[config.mk]
export PLATFORM = sky130hd
export DESIGN_NAME = sipo_deframer
export DESIGN_NICKNAME = d
export VERILOG_FILES = /design/src/rtl/sipo_deframer.sv
export SDC_FILE = /design/constraint.sdc
export NUM_CORES = 1
export LEC_CHECK = 0
export ABC_AREA = 1
export CAP_MARGIN = 20
export CORE_AREA = 2 2 39 41
export DETAILED_ROUTE_END_ITERATION = 10
export DIE_AREA = 0 0 41 43
export HOLD_SLACK_MARGIN = 0.03
export PLACE_DENSITY = 0.72
export SETUP_SLACK_MARGIN = 0.05
export SLEW_MARGIN = 0
export SYNTH_ARGS = -nofsm -noshare
export SYNTH_HDL_FRONTEND = slang
export SYNTH_SLANG_ARGS = --single-unit
export TNS_END_PERCENT = 50
[constraint.sdc]
create_clock -name clk -period 2.2 [get_ports clk]
set_clock_uncertainty 0.05 [all_clocks]
set_input_delay 0.22 -clock clk [delete_from_list [all_inputs] [get_ports clk]]
set_output_delay 0.22 -clock clk [all_outputs]
set_load 0.1 [all_outputs]
[src/rtl/sipo_deframer.sv]
// Serial-in parallel-out deframer: rebuilds MSB-first WIDTH-bit words from a framed bit stream.
// Optional even-parity bit and parity_err output are enabled by defining SIPO_DEFRAMER_PARITY_EN.
module sipo_deframer #(
    parameter int WIDTH = 4,
    parameter int CNT_W = 3
) (
    input  logic             clk,
    input  logic             rst,
    input  logic             bit_valid,
    input  logic             frame_start,
    input  logic             serial_in,
    output logic [WIDTH-1:0] data_out,
    output logic             data_valid,
    input  logic             data_ready,
    output logic             busy,
    output logic             overrun,
    output logic             frame_err,
`ifdef SIPO_DEFRAMER_PARITY_EN
    output logic             parity_err,
`endif
    output logic             dbg_state
);

`ifdef SIPO_DEFRAMER_PARITY_EN
    localparam int PAR_BITS = 1;
`else
    localparam int PAR_BITS = 0;
`endif
    localparam int FRAME_BITS = WIDTH + PAR_BITS;
    localparam logic [CNT_W-1:0] LAST_CNT  = CNT_W'(FRAME_BITS - 1);
    localparam logic [CNT_W-1:0] DATA_CNT  = CNT_W'(WIDTH);
    localparam logic [CNT_W-1:0] FIRST_CNT = CNT_W'(1);

    typedef enum logic {
        IDLE  = 1'b0,
        SHIFT = 1'b1
    } state_t;

    state_t           state;
    logic [WIDTH-1:0] shreg;
    logic [CNT_W-1:0] count;

    logic [WIDTH-1:0] first_word;
    logic [WIDTH-1:0] shifted;
    logic [WIDTH-1:0] next_word;
    logic             last_bit;
    logic             can_load;
`ifdef SIPO_DEFRAMER_PARITY_EN
    logic             next_perr;
`endif

    // Output handshake: a word transfers on any cycle with data_valid & data_ready;
    // data_out/parity_err hold steady while data_valid=1 and no transfer occurs.
    always_comb begin
        first_word = {{(WIDTH-1){1'b0}}, serial_in};
        shifted    = {shreg[WIDTH-2:0], serial_in};
        last_bit   = (count == LAST_CNT);
        can_load   = !data_valid || data_ready;
`ifdef SIPO_DEFRAMER_PARITY_EN
        // Last sampled bit is the parity bit; the data word is already complete in shreg.
        next_word  = shreg;
        next_perr  = (^shreg) ^ serial_in;
`else
        next_word  = shifted;
`endif
    end

    always_ff @(posedge clk or negedge rst) begin
        if (!rst) begin
            state      <= IDLE;
            shreg      <= '0;
            count      <= '0;
            data_out   <= '0;
            data_valid <= 1'b0;
            overrun    <= 1'b0;
            frame_err  <= 1'b0;
`ifdef SIPO_DEFRAMER_PARITY_EN
            parity_err <= 1'b0;
`endif
        end else begin
            overrun   <= 1'b0;
            frame_err <= 1'b0;

            // Pop; a completing frame below overrides this with a same-edge load.
            if (data_valid && data_ready) begin
                data_valid <= 1'b0;
`ifdef SIPO_DEFRAMER_PARITY_EN
                parity_err <= 1'b0;
`endif
            end

            if (bit_valid) begin
                case (state)
                    IDLE: begin
                        if (frame_start) begin
                            shreg <= first_word;
                            count <= FIRST_CNT;
                            state <= SHIFT;
                        end
                    end
                    SHIFT: begin
                        if (frame_start) begin
                            frame_err <= 1'b1;
                            shreg     <= first_word;
                            count     <= FIRST_CNT;
                        end else if (last_bit) begin
                            state <= IDLE;
                            count <= '0;
                            if (can_load) begin
                                data_out   <= next_word;
                                data_valid <= 1'b1;
`ifdef SIPO_DEFRAMER_PARITY_EN
                                parity_err <= next_perr;
`endif
                            end else begin
                                overrun <= 1'b1;
                            end
                        end else begin
                            if (count < DATA_CNT) begin
                                shreg <= shifted;
                            end
                            count <= count + FIRST_CNT;
                        end
                    end
                endcase
            end
        end
    end

    assign busy      = (state == SHIFT);
    assign dbg_state = (state == SHIFT);

endmodule

==> Implementation_results.wiki, run 1 <==
{| class="wikitable"
! Metric !! Value
|-
| Number of buffers added to fix hold violations after cts || 0
|-
| Critical path peak fanout || 6
|-
| Vert. Die Dim || 43 um
|-
| Async SR Flop Fraction || 1.00
|-
| CP startpoint kind || register
|-
| Total global-route track usage || 0.150
|-
| Internal power component || 523 uW
|-
| Sequential cell area || 350 um2
|-
| Final routed wirelength across all metal layers || 1050 um
|-
| I/O Pins || 15
|-
| Largest net degree at the start of global routing || 15
|-
| Clock buffer depth || 2
|-
| Initial detailed-routing violation count || 12
|-
| Htree depth || 1
|-
| Cell at the root of the clock tree || clkbuf_4
|-
| Post-synthesis net count || 75
|-
| Start-to-end type of the worst setup path || register to output port
|-
| DP Wirelength || 813 um
|-
| Number of global-route vias before repair || 425
|-
| DRC violation count after routing || 0
|-
| Most common cell in the netlist || nand2_1
|-
| Ratio of total power to cell area || 1490 nW/um2
|-
| Cell accounting for the most synthesized area || dfrtp_1
|-
| Die width || 41 um
|-
| Clock buffers created by TritonCTS || 3
|-
| Fin worst setup slack || 0.905 ns
|-
| CP max stage delay || 0.43 ns
|-
| Footprint of the multi-input gates || 219 um2
|-
| Via Count || 474
|-
| Max Clock Freq || 772 MHz
|-
| Final setup viols || 0
|-
| Post-synthesis register bit count || 14
|-
| Clk pin slew, worst setup/hold paths || 0.07 ns
|-
| Peak supply drop || 848 uV
|-
| Avg Vias per Cell || 4.74
|-
| Normalized max-slew margin || 0.596
|-
| Count of TritonRoute iterations in the first routing pass || 4
|-
| GP Congestion || 0.726
|-
| Register area share after synthesis || 0.574
|-
| Number of inserted diodes || 0
|-
| Synthesized netlist cell count || 68
|-
| Min Clock Period, post-route || 1.29 ns
|-
| RSZ-0062 raised after global routing || no
|-
| Worst-case setup slack after placement || 0.793 ns
|-
| Switching power as a share of total power || 0.539
|-
| Clock latency reported for the late side of the worst-skew pair || 0.27 ns
|-
| Routed wire length per instance || 10.5 um
|-
| Transition time of the tightest slew-check pin || 0.604 ns
|-
| Path category of the worst min-delay check || primary input to async pin
|-
| Setup Total Neg Slack || 0 ns
|-
| Fill cells || 127
|-
| Initial standard-cell utilization of the core || 0.441
|-
| Number of gates resized after cts || 0
|-
| Port Buffer Count || 14
|-
| Crit path max-delay cell type || dfrtp_1
|-
| Area growth, synth to finish || 25.0%
|-
| Antenna violations before repair || 0
|-
| Combinational cell fraction of total power || 0.544
|-
| Leakage power || 0.000422 uW
|-
| Number of hold violations in the final report || 0
|-
| Max-cap viol count || 0
|-
| Cell row count || 14
|-
| Total number of nets in the final design || 93
|-
| TritonCTS clock tree || yes
|-
| Library cells used by synthesis || 15
|-
| Number of routed nets with antenna violations || 0
|-
| Power share of the sequential group || 0.337
|-
| Yosys synthesis warning count || 0
|-
| Die area || 1760 um2
|-
| Top area cells in the synthesized netlist || dfrtp_1 (57%), nand2_1 (13%), nand3_1 (9.0%), inv_1 (4.9%), ha_1 (2.0%)
|-
| Number of sinks handled by clock tree synthesis || 14
|-
| Area share of the leading cell type in the synthesized netlist || 0.574
|-
| Part of the power in the clock network || 0.119
|-
| CORE AREA || 1380 um2
|-
| Crit path capture type || output port
|-
| Cell-by-cell listing of the critical path || buf_4
|-
| Final count of pins violating max slew || 0
|-
| Post-route fraction of the period consumed by the critical path || 0.589
|-
| Overflow left after global routing || 0
|-
| Post-synth EDFFs || 0
|-
| Avg Synthesized Cell Area || 8.98 um2
|-
| Required time reported for the critical path endpoint || 1.93 ns
|-
| Critical path buffers and inverters || 1
|-
| Cell type group with the largest total delay on the critical path || flip-flops
|-
| Primary FF master, synth || dfrtp_1
|-
| Share of final-layout standard cells stronger than drive strength 1 || 0.202
|-
| Outcome || complete, no violations
|-
| Data arrival, critical path || 1.02 ns
|-
| Number of buffers inserted to repair setup after CTS || 0
|-
| Top cells by count, synth || nand2_1 (21), dfrtp_1 (14), nand3_1 (11), inv_1 (8), nor2_1 (3)
|-
| Switching power total || 612 uW
|-
| Wire length of the first global-routing pass || 1730 um
|-
| Synthesized cell area || 611 um2
|}
-- sequential cells by signal, indices dropped and copies added (netlist names) --
register	flops
busy	1
count	3
data_out	4
data_valid	1
frame_err	1
overrun	1
shreg	3
-- cells by family (layout without fill, tap and decap cells) --
group,count (synthesis),after routing,synth area share
AOI/OAI and AO/OA,4,4,0.0369
DFF,14,14,0.574
and+or+nand+nor,39,39,0.301
adders and majority gates,1,1,0.0205
buffers and inverters,10,26,0.0676
-- metrics by stage --
stage | util | hold slack [ns] | area (um2) | total power, uW | cells
finish | 0.552 | 0.279 | 763 | 1140 | 100
CTS | 0.552 | 0.293 | 763 | 1150 | 100
global placement | 0.535 | 0.413 | 741 | 1000 | 97
floorplan | - | -0.126 | 611 | 884 | 68
detailed placement | 0.535 | 0.412 | 741 | 1010 | 97
global route | 0.552 | 0.334 | 763 | 1200 | 100
-- layout by cell type, fill, tap and decap left out --
master / n
dfrtp_1: 14
nand3_1: 11
a21oi_1: 1
nand2_4: 1
clkbuf_4: 3
inv_2: 1
nor2_1: 3
a211oi_1: 1
nand2_2: 1
inv_1: 8
o21ai_0: 2
nor2_4: 1
nand2_1: 21
clkdlybuf4s50_1: 5
ha_1: 1
buf_4: 9
nand3_2: 1
-- power by group through the flow --
stage          clock [uW]  sequential, uW  combinational [uW]
2_1_floorplan           0             684                 200
3_3_place_gp            0             388                 613
3_5_place_dp            0             388                 622
4_1_cts               143             383                 623
5_1_grt               156             396                 652
6_report              135             383                 618
-- worst paths after layout --
kind,start,end,slack (ns),depth (start not counted)
max in group asynchronous,rst,count[1],1.43,1
min in group clk,data_out[3],data_out[3],0.43,2
min reg2reg,data_out[3],data_out[3],0.43,2
max,busy,busy,0.91,1
min,rst,data_out[1],0.28,1
max reg2reg,count[0],data_out[2],0.96,6
-- final cells by class --
| type | count | share of cell area |
|---|---|---|
| sequential | 14 | 0.459 |
| tap | 16 | 0.0262 |
| inverter | 9 | 0.0443 |
| timing repair buffer | 14 | 0.154 |
| multi-input combinational | 44 | 0.287 |
| clock buffer | 3 | 0.0295 |
-- layer usage --
layer | up-vias | routed length [um] | global-route usage
li1 | 249 | - | -
met3 | 2 | 73 | 0.0314
met4 | 0 | 9 | 0.120
met2 | 14 | 505 | 0.213
met1 | 209 | 463 | 0.188
met5 | - | 0 | 0
-- worst reg2reg max path, delay by kind of cell (launching register included) --
family        cells  cell delay (ns)
fa+ha+maj         1             0.24
flops             1             0.36
simple gates      5             0.48
(Power assumes the default switching activity.)
==> run 2, diff against run 1 <==
--- a/config.mk
+++ b/config.mk
@@ -7,11 +7,10 @@
 export LEC_CHECK = 0
 export ABC_AREA = 1
 export CAP_MARGIN = 20
-export CORE_AREA = 2 2 39 41
+export CORE_UTILIZATION = 45
 export DETAILED_ROUTE_END_ITERATION = 10
-export DIE_AREA = 0 0 41 43
 export HOLD_SLACK_MARGIN = 0.03
-export PLACE_DENSITY = 0.72
+export PLACE_DENSITY = 0.71
 export SETUP_SLACK_MARGIN = 0.05
 export SLEW_MARGIN = 0
 export SYNTH_ARGS = -nofsm -noshare
==> constraint.sdc (replaced) <==
create_clock -name clk -period 1.28 [get_ports clk]
set_clock_uncertainty 0.05 [all_clocks]
set_input_delay 0.128 -clock clk [delete_from_list [all_inputs] [get_ports clk]]
set_output_delay 0.128 -clock clk [all_outputs]
set_load 0.1 [all_outputs]
==> Implementation_results.wiki, run 2 (synthesis results as in run 1) <==
{| class="wikitable"
! Metric !! Value
|-
| Placed Cells incl. Taps || 97 (unchanged)
|-
| Initial standard-cell utilization of the core || 0.515 (was 0.441)
|-
| Max Clock Freq || 796 MHz
|-
| Wire length of the first global-routing pass || 2150 um (was 1730 um)
|-
| Crit path capture type || register (was output port)
|-
| Number of sinks handled by clock tree synthesis || 14 (unchanged)
|-
| Count of TritonRoute iterations in the first routing pass || 4 (unchanged)
|-
| Largest Register || data_out (unchanged)
|-
| Number of inserted diodes || 0 (unchanged)
|-
| Required time reported for the critical path endpoint || 1.40 ns (was 1.93 ns)
|-
| Clk pin slew, worst setup/hold paths || 0.09 ns (was 0.07 ns)
|-
| Htree depth || 1 (unchanged)
|-
| Area growth, synth to finish || 60.5% (was 25.0%)
|-
| RSZ-0062 raised after global routing || yes (was no)
|-
| Start-to-end type of the worst setup path || register to register (was register to output port)
|-
| Path category of the worst min-delay check || primary input to async pin (unchanged)
|-
| R2R Setup Slk || 0.02 ns (was 0.96 ns)
|-
| Overflow left after global routing || 0 (unchanged)
|-
| CP startpoint || count[1] (was busy)
|-
| Max-cap viol count || 0 (unchanged)
|-
| Routed wire length per instance || 12.6 um (was 10.5 um)
|-
| Number of hold violations in the final report || 0 (unchanged)
|-
| Destination of the worst register-to-register timing path || data_out[2] (unchanged)
|-
| Fin worst setup slack || 0.0241 ns (was 0.905 ns)
|-
| Leakage power || 0.000493 uW (was 0.000422 uW)
|-
| Data arrival, critical path || 1.38 ns (was 1.02 ns)
|-
| I/O Pins || 15 (unchanged)
|-
| Number of routed nets with antenna violations || 0 (unchanged)
|-
| Transition time of the tightest slew-check pin || 0.289 ns (was 0.604 ns)
|-
| Initial detailed-routing violation count || 12 (unchanged)
|-
| Via Count || 535 (was 474)
|-
| DP Wirelength || 892 um (was 813 um)
|-
| Top Registers || data_out (4), count (3), shreg (3) (unchanged)
|-
| Final routed wirelength across all metal layers || 1330 um (was 1050 um)
|-
| Die area || 1510 um2 (was 1760 um2)
|-
| Most frequent standard cell in the layout excluding fill and tap cells || nand2_1 (unchanged)
|-
| Total number of nets in the final design || 99 (was 93)
|-
| Final cell area excluding filler cells || 980 um2 (was 763 um2)
|-
| Total global-route track usage || 0.215 (was 0.150)
|-
| Cell row count || 12 (was 14)
|-
| Reg-to-Reg Start || count[1] (was count[0])
|-
| Critical path endpoint || data_out[2] (was busy)
|-
| Final Non-Filler Cells || 105 (was 100)
|-
| Cell at the root of the clock tree || clkbuf_4 (unchanged)
|-
| Outcome || complete, no violations (unchanged)
|-
| Post-route fraction of the period consumed by the critical path || 0.981
|-
| Peak supply drop || 1390 uV (was 848 uV)
|-
| Antenna violations before repair || 0 (unchanged)
|-
| Vert. Die Dim || 38.8 um (was 43 um)
|-
| Clock buffer depth || 2 (unchanged)
|-
| Final hold slack || 0.0999 ns (was 0.279 ns)
|-
| CORE AREA || 1190 um2 (was 1380 um2)
|-
| Ratio of total power to cell area || 2520 nW/um2 (was 1490 nW/um2)
|-
| Flip-flop count of the largest register, all copies and words added || 4 (unchanged)
|-
| GP Congestion || 0.751 (was 0.726)
|-
| DRC violation count after routing || 0 (unchanged)
|-
| Clock buffers created by TritonCTS || 3 (unchanged)
|-
| Largest net degree at the start of global routing || 15 (unchanged)
|-
| Number of global-route vias before repair || 523 (was 425)
|-
| Critical path peak fanout || 6 (unchanged)
|-
| Commonest non-fill, non-tap cells in the layout || nand2_1 (16), dfrtp_1 (12), nand3_1 (11) (was nand2_1 (21), dfrtp_1 (14), nand3_1 (11))
|-
| Instance area after placement || 883 um2 (was 741 um2)
|-
| Avg Vias per Cell || 5.10 (was 4.74)
|-
| Final count of pins violating max slew || 0 (unchanged)
|-
| Clock latency reported for the late side of the worst-skew pair || 0.28 ns (was 0.27 ns)
|-
| Share of final-layout standard cells stronger than drive strength 1 || 0.363 (was 0.202)
|-
| Worst Reg2Reg Path Length in Cells || 6 (unchanged)
|-
| Die width || 38.8 um (was 41 um)
|-
| TritonCTS clock tree || yes (unchanged)
|-
| Final setup viols || 0 (unchanged)
|-
| Normalized max-slew margin || 0.807 (was 0.596)
|-
| Min Clock Period, post-route || 1.26 ns
|-
| CP startpoint kind || register (unchanged)
|-
| Worst-case setup slack after placement || -0.0655 ns (was 0.793 ns)
|-
| Port Buffer Count || 14 (unchanged)
|}
## run 2: cell count changes in the layout (fill, tap and decap cells not counted), moves of 2 or more
cell / previous run / this run
buf_12: 0 / 9
nand2_1: 21 / 16
nand2_2: 1 / 5
buf_4: 9 / 6
dfrtp_1: 14 / 12
dfrtp_4: 0 / 2
## run 2: how the worst min path moves through the flow
stage                     from     endpoint  slack (ns)  depth (start not counted)
after global routing       rst  data_out[2]        0.11                          2
after floorplan            rst     count[0]       -0.22                          0
after detailed placement   rst         busy        0.40                          2
after CTS                  rst         busy        0.10                          2
final                      rst         busy         0.1                          2
after global placement     rst    frame_err        0.40                          2
## run 2: area by class of cell
type / instances / area (um2)
sequential: 14 / 358
timing repair buffer: 20 / 275
multi-input combinational: 44 / 259
fill: 61 / 206
clock buffer: 4 / 36.3
inverter: 9 / 33.8
tap: 14 / 17.5
## run 2: stage by stage
step | utilization | power [uW] | TNS (ns)
CTS | 0.777 | 2360 | 0
global placement | 0.745 | 2010 | -0.0841
global route | 0.826 | 2580 | -0.00597
floorplan | - | 1550 | 0
finish | 0.826 | 2470 | 0
detailed placement | 0.745 | 2030 | -0.300
## run 2: power breakdown
group	total, uW	switching (uW)	internal (uW)
combinational	1410	890	524
clock	316	143	173
sequential	738	156	582
## run 2: critical path: stages (launching register included)
cell and delay (ns):
dfrtp_1 0.41, ha_4 0.19, nand3_4 0.09, nor2_4 0.20, nand2_4 0.09, nand2_1 0.07
nand2_1 0.05
## run 2: per-layer routing
layer | track usage | vias to the layer above | part of all wire | wire length [um]
met5 | 0 | - | 0 | 0
met4 | 0.147 | 0 | 0.034 | 45
met3 | 0.0405 | 7 | 0.027 | 36
met2 | 0.342 | 14 | 0.47 | 627
met1 | 0.261 | 255 | 0.47 | 617
li1 | - | 259 | - | -
## run 2: what timing repair did
item / in CTS / in global routing
pin swaps: 2 / 2
setup endpoints to repair: 7 / 8
hold buffers: 0 / 0
setup buffers: 0 / 4
resized for setup: 1 / 6
